$ cat src/rtl/dcnn_chain_ctrl.sv
// dcnn_chain_ctrl: job sequencer for a chain of PARA convolution PEs.
// A job loads K*K kernel weights, streams W*R pixel pairs into the chain,
// drains the pipeline for PARA+1 cycles and pulses done.
// Optional feature macro: DCNN_CHAIN_CTRL_PERF_EN adds the stall_cnt output.
module dcnn_chain_ctrl #(
    parameter int unsigned K_BITS = 4,
    parameter int unsigned M_BITS = 10,
    parameter int unsigned PARA   = 9
) (
    input  logic              clk,
    input  logic              rst,
    input  logic              start,
    input  logic [K_BITS-1:0] k_size,
    input  logic [M_BITS-1:0] img_width,
    input  logic [M_BITS-1:0] img_rows,
    input  logic              src_vld,
    output logic              src_rdy,
    output logic              mode_kernel_load,
    output logic [PARA-1:0]   en_flag,
    output logic [PARA-1:0]   en_attribute,
    output logic [1:0]        image_vld,
    output logic              busy,
    output logic              done
`ifdef DCNN_CHAIN_CTRL_PERF_EN
    ,
    output logic [31:0]       stall_cnt
`endif
);

    localparam int unsigned KK_BITS = 2 * K_BITS;
    localparam int unsigned D_BITS  = $clog2(PARA + 1);

    typedef enum logic [2:0] {IDLE, KLOAD, CONV, DRAIN, FIN} state_e;

    state_e              state;
    logic [K_BITS-1:0]   k_reg;
    logic [M_BITS-1:0]   w_reg;
    logic [M_BITS-1:0]   r_reg;
    logic [KK_BITS-1:0]  wt_cnt;
    logic [M_BITS-1:0]   col_cnt;
    logic [M_BITS-1:0]   row_cnt;
    logic [D_BITS-1:0]   drain_cnt;

    logic                hs;
    logic                k_ok;
    logic [KK_BITS-1:0]  kk_last;
    logic [M_BITS-1:0]   w_last;
    logic [M_BITS-1:0]   r_last;

    // Thermometer mask: PEs 0..K-1 take part in the job.
    function automatic logic [PARA-1:0] therm_mask(input logic [K_BITS-1:0] k);
        logic [PARA-1:0] m;
        m = '0;
        for (int i = 0; i < int'(PARA); i++) begin
            m[i] = (i < int'(k));
        end
        return m;
    endfunction

    // Tail marker: the last active PE of the chain.
    function automatic logic [PARA-1:0] tail_mask(input logic [K_BITS-1:0] k);
        return PARA'(1) << (k - K_BITS'(1));
    endfunction

    // Handshake qualifiers and end-of-count compare values.
    assign hs      = src_vld & src_rdy;
    assign k_ok    = (k_size != '0) && (32'(k_size) <= PARA);
    assign kk_last = KK_BITS'(k_reg) * KK_BITS'(k_reg) - KK_BITS'(1);
    assign w_last  = w_reg - M_BITS'(1);
    assign r_last  = r_reg - M_BITS'(1);

    // Pixel-valid is zero latency from the CONV handshake.
    assign image_vld = {2{(state == CONV) & hs}};

    // Job sequencer; registered outputs change together with the state.
    // DRAIN is a fixed cycle count and does not depend on src_vld.
    always_ff @(posedge clk) begin
        if (rst) begin
            state            <= IDLE;
            k_reg            <= '0;
            w_reg            <= '0;
            r_reg            <= '0;
            wt_cnt           <= '0;
            col_cnt          <= '0;
            row_cnt          <= '0;
            drain_cnt        <= '0;
            src_rdy          <= 1'b0;
            mode_kernel_load <= 1'b0;
            en_flag          <= '0;
            en_attribute     <= '0;
            busy             <= 1'b0;
            done             <= 1'b0;
        end else begin
            case (state)
                IDLE: begin
                    if (start) begin
                        k_reg     <= k_size;
                        w_reg     <= img_width;
                        r_reg     <= img_rows;
                        wt_cnt    <= '0;
                        col_cnt   <= '0;
                        row_cnt   <= '0;
                        drain_cnt <= '0;
                        busy      <= 1'b1;
                        if (k_ok) begin
                            state            <= KLOAD;
                            src_rdy          <= 1'b1;
                            mode_kernel_load <= 1'b1;
                            en_flag          <= therm_mask(k_size);
                            en_attribute     <= tail_mask(k_size);
                        end else begin
                            state <= FIN;
                            done  <= 1'b1;
                        end
                    end
                end
                KLOAD: begin
                    if (hs) begin
                        wt_cnt <= wt_cnt + KK_BITS'(1);
                        if (wt_cnt == kk_last) begin
                            state            <= CONV;
                            mode_kernel_load <= 1'b0;
                        end
                    end
                end
                CONV: begin
                    if (hs) begin
                        if (col_cnt == w_last) begin
                            col_cnt <= '0;
                            row_cnt <= row_cnt + M_BITS'(1);
                            if (row_cnt == r_last) begin
                                state        <= DRAIN;
                                src_rdy      <= 1'b0;
                                en_flag      <= '0;
                                en_attribute <= '0;
                            end
                        end else begin
                            col_cnt <= col_cnt + M_BITS'(1);
                        end
                    end
                end
                DRAIN: begin
                    if (drain_cnt == D_BITS'(PARA)) begin
                        state <= FIN;
                        done  <= 1'b1;
                    end else begin
                        drain_cnt <= drain_cnt + D_BITS'(1);
                    end
                end
                FIN: begin
                    state <= IDLE;
                    done  <= 1'b0;
                    busy  <= 1'b0;
                end
                default: begin
                    state <= IDLE;
                end
            endcase
        end
    end

`ifdef DCNN_CHAIN_CTRL_PERF_EN
    // Saturating count of cycles the source starved the chain.
    always_ff @(posedge clk) begin
        if (rst) begin
            stall_cnt <= '0;
        end else if ((state == IDLE) && start) begin
            stall_cnt <= '0;
        end else if (((state == KLOAD) || (state == CONV)) && !src_vld && (stall_cnt != '1)) begin
            stall_cnt <= stall_cnt + 32'd1;
        end
    end
`endif

endmodule

$ cat config.mk
export PLATFORM = sky130hd
export DESIGN_NAME = dcnn_chain_ctrl
export DESIGN_NICKNAME = d
export VERILOG_FILES = /design/src/rtl/dcnn_chain_ctrl.sv
export SDC_FILE = /design/constraint.sdc
export NUM_CORES = 1
export LEC_CHECK = 0
export CAP_MARGIN = 20
export CELL_PAD_IN_SITES_DETAIL_PLACEMENT = 0
export CELL_PAD_IN_SITES_GLOBAL_PLACEMENT = 2
export CORE_UTILIZATION = 34
export DETAILED_ROUTE_END_ITERATION = 6
export MAX_ROUTING_LAYER = met4
export PLACE_DENSITY_LB_ADDON = 0.1
export SLEW_MARGIN = 20
export SYNTH_ARGS = -nofsm -noshare
export SYNTH_HDL_FRONTEND = slang
export SYNTH_SLANG_ARGS = --single-unit
$ cat constraint.sdc
create_clock -name clk -period 4.31 [get_ports clk]
set_input_delay 0.862 -clock clk [delete_from_list [all_inputs] [get_ports clk]]
set_output_delay 0.862 -clock clk [all_outputs]
set_load 0.01 [all_outputs]
**Word-level counts from Yosys, hierarchy flattened**

Cells that the tools add are included.

- Output and inout bits: 24
- Register bits: 81
- Input bits: 28
- Logic and storage cells: 118

- Shift operators: 1
- Bitwise operators: 2
- Eq/ne operators: 18
- Reduce and logical (&&, ||, !) cells: 18
- Magnitude comparators: 10
- Add/subtract/negate cells: 8
- Multiply operators: 1
- Multiplexer cells: 46

Operators by type and width:

| operator | count |
|---|---|
| $mux W9 | 7 |
| $mux W10 | 5 |
| $pmux W10 S2 | 2 |
| $pmux W9 S2 | 2 |
| $mux W3 | 8 |
| $add A10 B1 Y10 const B | 2 |
| $eq A10 B10 Y1 | 2 |
| $sub A10 B1 Y10 const B | 2 |
| $lt A3 B4 Y1 const A | 4 |
| $mux W8 | 2 |
| $ne A2 B2 Y1 const B | 8 |
| $pmux W8 S2 | 1 |
| $pmux W3 S4 | 1 |
| $mux W1 | 11 |
| $reduce_and A3 Y1 | 3 |
| $shl A1 B4 Y9 const A | 1 |
| $add A8 B1 Y8 const B | 1 |
| $eq A8 B8 Y1 | 1 |
| $lt A1 B4 Y1 const A | 2 |
| $lt A2 B4 Y1 const A | 2 |
| $mul A4 B4 Y8 | 1 |
| $mux W4 | 2 |
| $pmux W4 S2 | 1 |
| $reduce_and A4 Y1 | 2 |
| other kinds (22) | 31 |

**Logic depth before layout (Yosys ltp)**

Gate-level depths: netlist (run 1).

- Word-level depth: 6
- Mapped depth: 15

**Worst setup path after synthesis (run 1)**

Ideal clock, no wire load.

- Path type: register to register
- Start: reg k_reg[1]
- End: reg state[0]
- Stages on the path, launching flop included: 16
- Arrival: 2.919 ns
- Slack: 1.271 ns
- Clock period less this slack: 3.039 ns
- Setup time: 0.120 ns
- Cells stage by stage: dfxtp_1 clkbuf_1 inv_1 nor3_1 a21oi_1 a21oi_1 xnor2_1 ha_1 ha_1 or2_2 and3_1 o21ai_0 o31ai_1 nor3b_1 a2111oi_0 o31a_1

- Cells in the longest elaborated chain, start to end: 5

RTL lines:

| element | RTL line | text |
|---|---|---|
| start: declaration | 36 | `logic [K_BITS-1:0] k_reg;` |
| start signal: assignment | 97 | `k_reg <= k_size;` |
| $mul A4 B4 Y8 | 68 | `assign kk_last = KK_BITS'(k_reg) * KK_BITS'(k_reg) - KK_BITS'(1);` |
| $sub A8 B1 Y8 | 68 |  |
| $eq A8 B8 Y1 | 120 | `if (wt_cnt == kk_last) begin` |
| $ne A2 B2 Y1 (no source line) | n/a |  |
| $reduce_and A7 Y1 (no source line) | n/a |  |
| end signal: assignment | 79 | `state <= IDLE;` |
| end signal: assignment | 121 | `state <= CONV;` |
| end signal: assignment | 132 | `state <= DRAIN;` |
| end: declaration | 35 | `state_e state;` |

No other way between the ends.
A chain may end at the register's enable or synchronous reset.

==> results by group, run 1 <==
Timing
  • Period utilisation layout: 0.7881
  • Worst Tran Pin Value: 0.8920 ns
  • Fmax: 0.2944 GHz
  • RSZ-0062 raised after global routing: no
  • Endpoints failing setup: 0
  • Max_slew headroom: 0.3999
  • Total negative slack: 0 ns
  • Final Skew: 0.006240 ns
  • Final hold violation count: 0
  • Final Max Tran Viols: 0
  • Final min period: 3.397 ns

Synthesis
  • Main synth FF type: dfxtp_1
  • Post-synthesis net count: 652
  • Yosys synthesis warning count: 0
  • Yosys top cell area share: 0.3357
  • Mapped cell area: 0.004831 mm²
  • Post-synthesis cell type count: 69
  • Syn_area_per_cell: 7.932 µm²
  • Post-synth EDFFs: 0
  • Yosys reg bits: 81
  • Largest cells by area after synthesis: dfxtp_1, nand2_1, xor2_1
  • Seq/Total Area, Yosys: 0.3357
  • Yosys top cell by area: dfxtp_1
  • Async set-reset flop share out of synthesis: 0
  • Mapped Cells: 609

Global routing
  • First-pass GRT wire length: 21.87 mm
  • Vias in the first global route: 4308
  • Initial antenna violation count: 0
  • GR Util All Layers: 0.1984
  • Total gr overflow: 0
  • Largest net degree at the start of global routing: 50

Placed design
  • Number of port buffers: 51
  • Hpwl dp: 9.367 mm
  • Placer Congestion: 0.8340
  • Cell Area, Placed: 0.005473 mm²

Critical path
  • Worst Setup EP: image_vld[1]
  • Worst-path cell chain: clkdlybuf4s50_1 -> nor2b_1 -> buf_4 -> o21ai_1 -> nor2_1 -> clkdlybuf4s50_1
  • Critical Path Most Common Cell: clkdlybuf4s50_1
  • Max FO, Critical Path: 7
  • Crit path depth: 6
  • CP required: 3.45 ns
  • Critical Path End Type: output pin
  • Reg2Reg Depth: 14
  • Buf/Inv on CP: 3
  • Reg-to-Reg End: state[0]$_SDFFE_PP0P_
  • Cell family with most CP delay: buffers and inverters
  • Worst path slowest cell: clkdlybuf4s50_1
  • Setup crit start: start
  • Crit start category: input port
  • Reg-to-reg slack, setup: 1.00 ns
  • CP peak stage delay: 0.57 ns
  • FF-to-FF Start: k_reg[1]$_SDFFE_PP0P_
  • Crit path DAT: 2.53 ns
  • Setup Crit Path Kind: input port to output pin

Cells and area
  • Final core utilization: 0.4170
  • Ant diodes: 0
  • Fin area: 0.005788 mm²
  • Most frequent cells in the layout: nand2_1, dfxtp_1, nor2_1
  • Layout Nets: 684
  • Fill cells: 1468
  • Area of the multi-input gates: 0.002970 mm²
  • Commonest non-fill, non-tap cell in the layout: nand2_1
  • Area grow syn2layout: 19.81%
  • Share of cells above drive strength 1: 0.07597
  • FF+latch area: 0.001622 mm²

Power and ir drop
  • Net Sw Frac: 0.2729
  • Leakage power total: 0.002144 µW
  • Worst VDD drop: 163.7 µV
  • Register share of total power: 0.415
  • Clock power frac: 0.411
  • Sw power: 542.7 µW
  • Power Internal: 1446 µW
  • Combinational power share: 0.174
  • Pwr dens: 343.6 mW/mm²

Die
  • Rows: 43
  • Area of the core: 0.01388 mm²
  • IO Count: 52
  • Die X: 121.2 µm
  • DIE AREA: 0.01469 mm²
  • Initial Util: 0.3480
  • Die H: 121.2 µm

Clocking
  • Worst-path clk slew: 0.06 ns
  • CTS buffer count: 9
  • Post_cts resized: 0
  • Clk buf depth: 2
  • CTS Hold Buffers Added: 0
  • H-tree levels: 3
  • CTS Sinks: 81
  • Skew-Pair Late Insertion Delay: 0.34 ns
  • Root Buffer: clkbuf_16
  • CTS tree: built
  • Post-CTS Setup Bufs: 0

Detailed routing
  • First drt pass iteration count: 5
  • Wire per inst: 16.02 µm
  • Post-DRT Antenna Nets: 0
  • Drt drc: 0
  • Routed WL: 13.22 mm
  • Via/cell ratio: 5.259
  • DR vias: 4339
  • Detailed Route Iter0 Violations: 222

Min path
  • Hold WC Path Type: flop to flop

Flow run
  • Max Cap Viol: 0

Run status
  • Status: finished clean
[power by group through the flow]
| stage | Combinational [µW] | Clock, µW | Sequential [µW] |
|---|---|---|---|
| 2_1_floorplan | 236 | 0 | 830 |
| 3_3_place_gp | 347 | 0 | 841 |
| 3_5_place_dp | 349 | 0 | 842 |
| 4_1_cts | 351 | 840 | 825 |
| 5_1_grt | 388 | 871 | 832 |
| 6_report | 347 | 817 | 825 |
[layout make-up]
class	count	share of cell area
multi-input cells	467	0.5132
inverters	22	0.01427
clock inverters	2	0.006053
flip-flops and latches	81	0.2802
well taps	180	0.03891
repair buffers	60	0.09901
clock buffers	13	0.04842
[metal layers]
metal	up-vias	wire, µm	GRT usage	part of all wire
met5	-	0	-	0
met4	0	131	0.05401	0.0099
met3	8	423	0.04088	0.032
met2	79	6215	0.3246	0.47
met1	2035	6445	0.2475	0.49
li1	2217	-	-	-
[worst min-delay path by stage]
| stage | slack (ns) | depth (start not counted) | endpoint | from |
|---|---|---|---|---|
| 2_1_floorplan | 0.45 | 2 | r_reg[9]$_SDFFE_PP0P_ | r_reg[9]$_SDFFE_PP0P_ |
| 3_3_place_gp | 0.46 | 2 | en_attribute[8]$_SDFFE_PP0P_ | en_attribute[8]$_SDFFE_PP0P_ |
| 3_5_place_dp | 0.47 | 2 | en_attribute[8]$_SDFFE_PP0P_ | en_attribute[8]$_SDFFE_PP0P_ |
| 4_1_cts | 0.48 | 2 | en_flag[4]$_SDFFE_PP0P_ | en_flag[4]$_SDFFE_PP0P_ |
| 5_1_grt | 0.49 | 2 | en_flag[8]$_SDFFE_PP0P_ | en_flag[8]$_SDFFE_PP0P_ |
| 6_report | 0.47 | 2 | en_flag[8]$_SDFFE_PP0P_ | en_flag[8]$_SDFFE_PP0P_ |
[cell usage after synthesis (all sizes together) (9+ instances only)]
library cell / n
inv: 22
nor3: 16
a21oi: 46
clkbuf: 32
xor2: 29
dfxtp: 81
nand2: 98
o31ai: 19
nor2: 53
nand4: 13
o21ai: 13
and3: 9
xnor2: 18
nor3b: 10
a31oi: 16
ha: 15
[tightest hold or removal path, cell delays in order (launching register included)]
cell,delay (ns)
dfxtp_1,0.32
nand2_1,0.06
o31ai_1,0.05
[kinds of logic (layout without fill, tap and decap cells)]
kind of cell	after synthesis	in the layout	share of synthesized area
adders and majority gates	15	15	0.03885
and+or+nand+nor	250	250	0.2546
DFF	81	81	0.3357
AOI/OAI and AO/OA	143	143	0.2069
xor gates and xnor gates	48	48	0.08987
muxes	11	11	0.02357
buffers and inverters	61	97	0.05051
[stage by stage]
step | setup WS (ns) | instances | total power (µW) | hold WS [ns]
after floorplan | 1.271 | 609 | 1065 | 0.4478
after global placement | 0.8158 | 810 | 1188 | 0.4578
after detailed placement | 0.8612 | 810 | 1191 | 0.4685
after CTS | 0.9075 | 825 | 2016 | 0.4784
after global routing | 0.5623 | 825 | 2091 | 0.4913
final | 0.9132 | 825 | 1989 | 0.4728
Power figures use the tool's default switching activity.
==> run 2, diff against run 1 <==
==> constraint.sdc (replaced) <==
create_clock -name clk -period 3.4 [get_ports clk]
set_input_delay 0.68 -clock clk [delete_from_list [all_inputs] [get_ports clk]]
set_output_delay 0.68 -clock clk [all_outputs]
set_load 0.01 [all_outputs]
==> run 2 against run 1 <==
Compared with the run above: sequential cell count stayed put; global-route usage down 0.16 points; clock power rose by 59%; wire length rose by 2.5%.
==> results by group, run 2 (synthesis gave the netlist of run 1 again) <==
Critical path
  • Crit path DAT: 3.32 ns
  • CP required: 3.63 ns
  • Setup crit start: k_reg[1]$_SDFFE_PP0P_
  • Cell family with most CP delay: compound AO/OA/AOI/OAI gates
  • Setup Crit Path Kind: flop to flop
  • FF-to-FF Start: k_reg[1]$_SDFFE_PP0P_
  • Max FO, Critical Path: 8
  • Worst-path cell chain: inv_1 -> nor3_1 -> a21oi_1 -> a21oi_1 -> xnor2_1 -> ha_1 -> ha_1 -> xor2_1 -> and2_1 -> o21ai_0 -> a211oi_1 -> nor3b_2 -> a2111oi_1 -> o31a_1
  • CP peak stage delay: 0.40 ns
  • Critical Path End Type: flop
  • Buf/Inv on CP: 1
  • Worst path slowest cell: dfxtp_2
  • Crit start category: flop

Timing
  • Fmax: 0.3234 GHz
  • Final hold violation count: 0
  • Period utilisation layout: 0.9094
  • Final min period: 3.092 ns
  • Final Skew: 0.005641 ns
  • Endpoints failing setup: 0
  • Total negative slack: 0 ns
  • RSZ-0062 raised after global routing: no
  • Max_slew headroom: 0.3979
  • Final Max Tran Viols: 0
  • Worst Tran Pin Value: 0.8948 ns

Clocking
  • CTS Sinks: 81
  • Skew-Pair Late Insertion Delay: 0.34 ns
  • Root Buffer: clkbuf_16
  • CTS tree: built
  • CTS buffer count: 9
  • H-tree levels: 3
  • Clk buf depth: 2
  • Worst-path clk slew: 0.06 ns
  • CTS Hold Buffers Added: 0

Placed design
  • Hpwl dp: 9.846 mm
  • Number of port buffers: 51
  • Cell Area, Placed: 0.005555 mm²
  • Placer Congestion: 0.7737

Power and ir drop
  • Worst VDD drop: 265.9 µV
  • Pwr dens: 470.4 mW/mm²
  • Leakage power total: 0.002232 µW

Die
  • Area of the core: 0.01388 mm²
  • Initial Util: 0.3480
  • Die X: 121.2 µm
  • Rows: 43
  • DIE AREA: 0.01469 mm²
  • IO Count: 52
  • Die H: 121.2 µm

Detailed routing
  • Drt drc: 0
  • Detailed Route Iter0 Violations: 214
  • Via/cell ratio: 5.351
  • First drt pass iteration count: 5
  • Wire per inst: 16.19 µm
  • Post-DRT Antenna Nets: 0
  • Routed WL: 13.55 mm
  • DR vias: 4479

Min path
  • Hold WC Path Type: flop to flop
  • Hold Crit Start: en_flag[4]$_SDFFE_PP0P_

Global routing
  • Initial antenna violation count: 0
  • Total gr overflow: 0
  • Vias in the first global route: 4200
  • First-pass GRT wire length: 21.62 mm
  • Largest net degree at the start of global routing: 37
  • GR Util All Layers: 0.1968

Cells and area
  • Most frequent cells in the layout: nand2_1, dfxtp_1, nor2_1
  • FF+latch area: 0.001623 mm²
  • Area grow syn2layout: 23.28%
  • Commonest non-fill, non-tap cell in the layout: nand2_1
  • Fin area: 0.005956 mm²
  • Share of cells above drive strength 1: 0.09437
  • Fill cells: 1414
  • Ant diodes: 0
  • Area of the multi-input gates: 0.002977 mm²
  • Layout Nets: 695

Run status
  • Status: finished clean

Flow run
  • Max Cap Viol: 0
## run 2: changes by cell type in the layout (fill, tap and decap cells not counted), sizes merged
| cell | change |
|---|---|
| bufinv | +4 |
| clkinv | -1 |
| clkbuf | -2 |
| buf | +11 |
## run 2: what timing repair did
item                                    4_1_cts  5_1_grt
buffers inserted                              0        0
endpoints found under the hold margin         0        0
endpoints found under the setup margin        0        2
gates resized for setup                       0        3
## run 2: final cells by class
class | instances | share of cell area
clock buffers | 11 | 0.04076
clock inverters | 5 | 0.02521
inverters | 22 | 0.01387
multi-input cells | 467 | 0.4998
flip-flops and latches | 81 | 0.2725
well taps | 180 | 0.03782
repair buffers | 71 | 0.1101
## run 2: metrics by stage
step                      total power (µW)  worst slack [ns]  hold WS, ns  cells    util
after floorplan                       1351            0.3611       0.4478    609       -
final                                 2802            0.3080       0.4699    837  0.4291
after global placement                1519            0.2629       0.4591    821  0.4002
after CTS                             2834            0.1285       0.4768    837  0.4285
after global routing                  2922           0.03895       0.5037    837  0.4291
after detailed placement              1526            0.1283       0.4672    821  0.4002
## run 2: worst paths after layout
kind,to,slack [ns],cells past startpoint
worst min-delay path,en_flag[4]$_SDFFE_PP0P_,0.47,2
worst min register to register,en_flag[4]$_SDFFE_PP0P_,0.47,2
worst max register to register,state[0]$_SDFFE_PP0P_,0.31,14
worst max-delay path,state[0]$_SDFFE_PP0P_,0.31,14
## run 2: power by group
| group | switching (µW) | internal (µW) | total (µW) |
|---|---|---|---|
| Combinational | 253 | 209 | 462 |
| Sequential | 51.3 | 991 | 1040 |
| Clock | 410 | 887 | 1300 |
| Total | 715 | 2090 | 2800 |
## run 2: layer usage
layer  part of all wire  global-route usage  up-vias
met5                  0                   -        -
met4              0.020             0.07407        0
met3              0.030             0.03055       19
met2               0.48              0.3243       88
met1               0.47              0.2420     2127
li1                   -                   -     2245
## run 2: worst min-delay path: cells and delay by family, from the launching register on
family / cells / cell delay (ns)
simple gates: 1 / 0.06
flops: 1 / 0.32
compound gates: 1 / 0.05
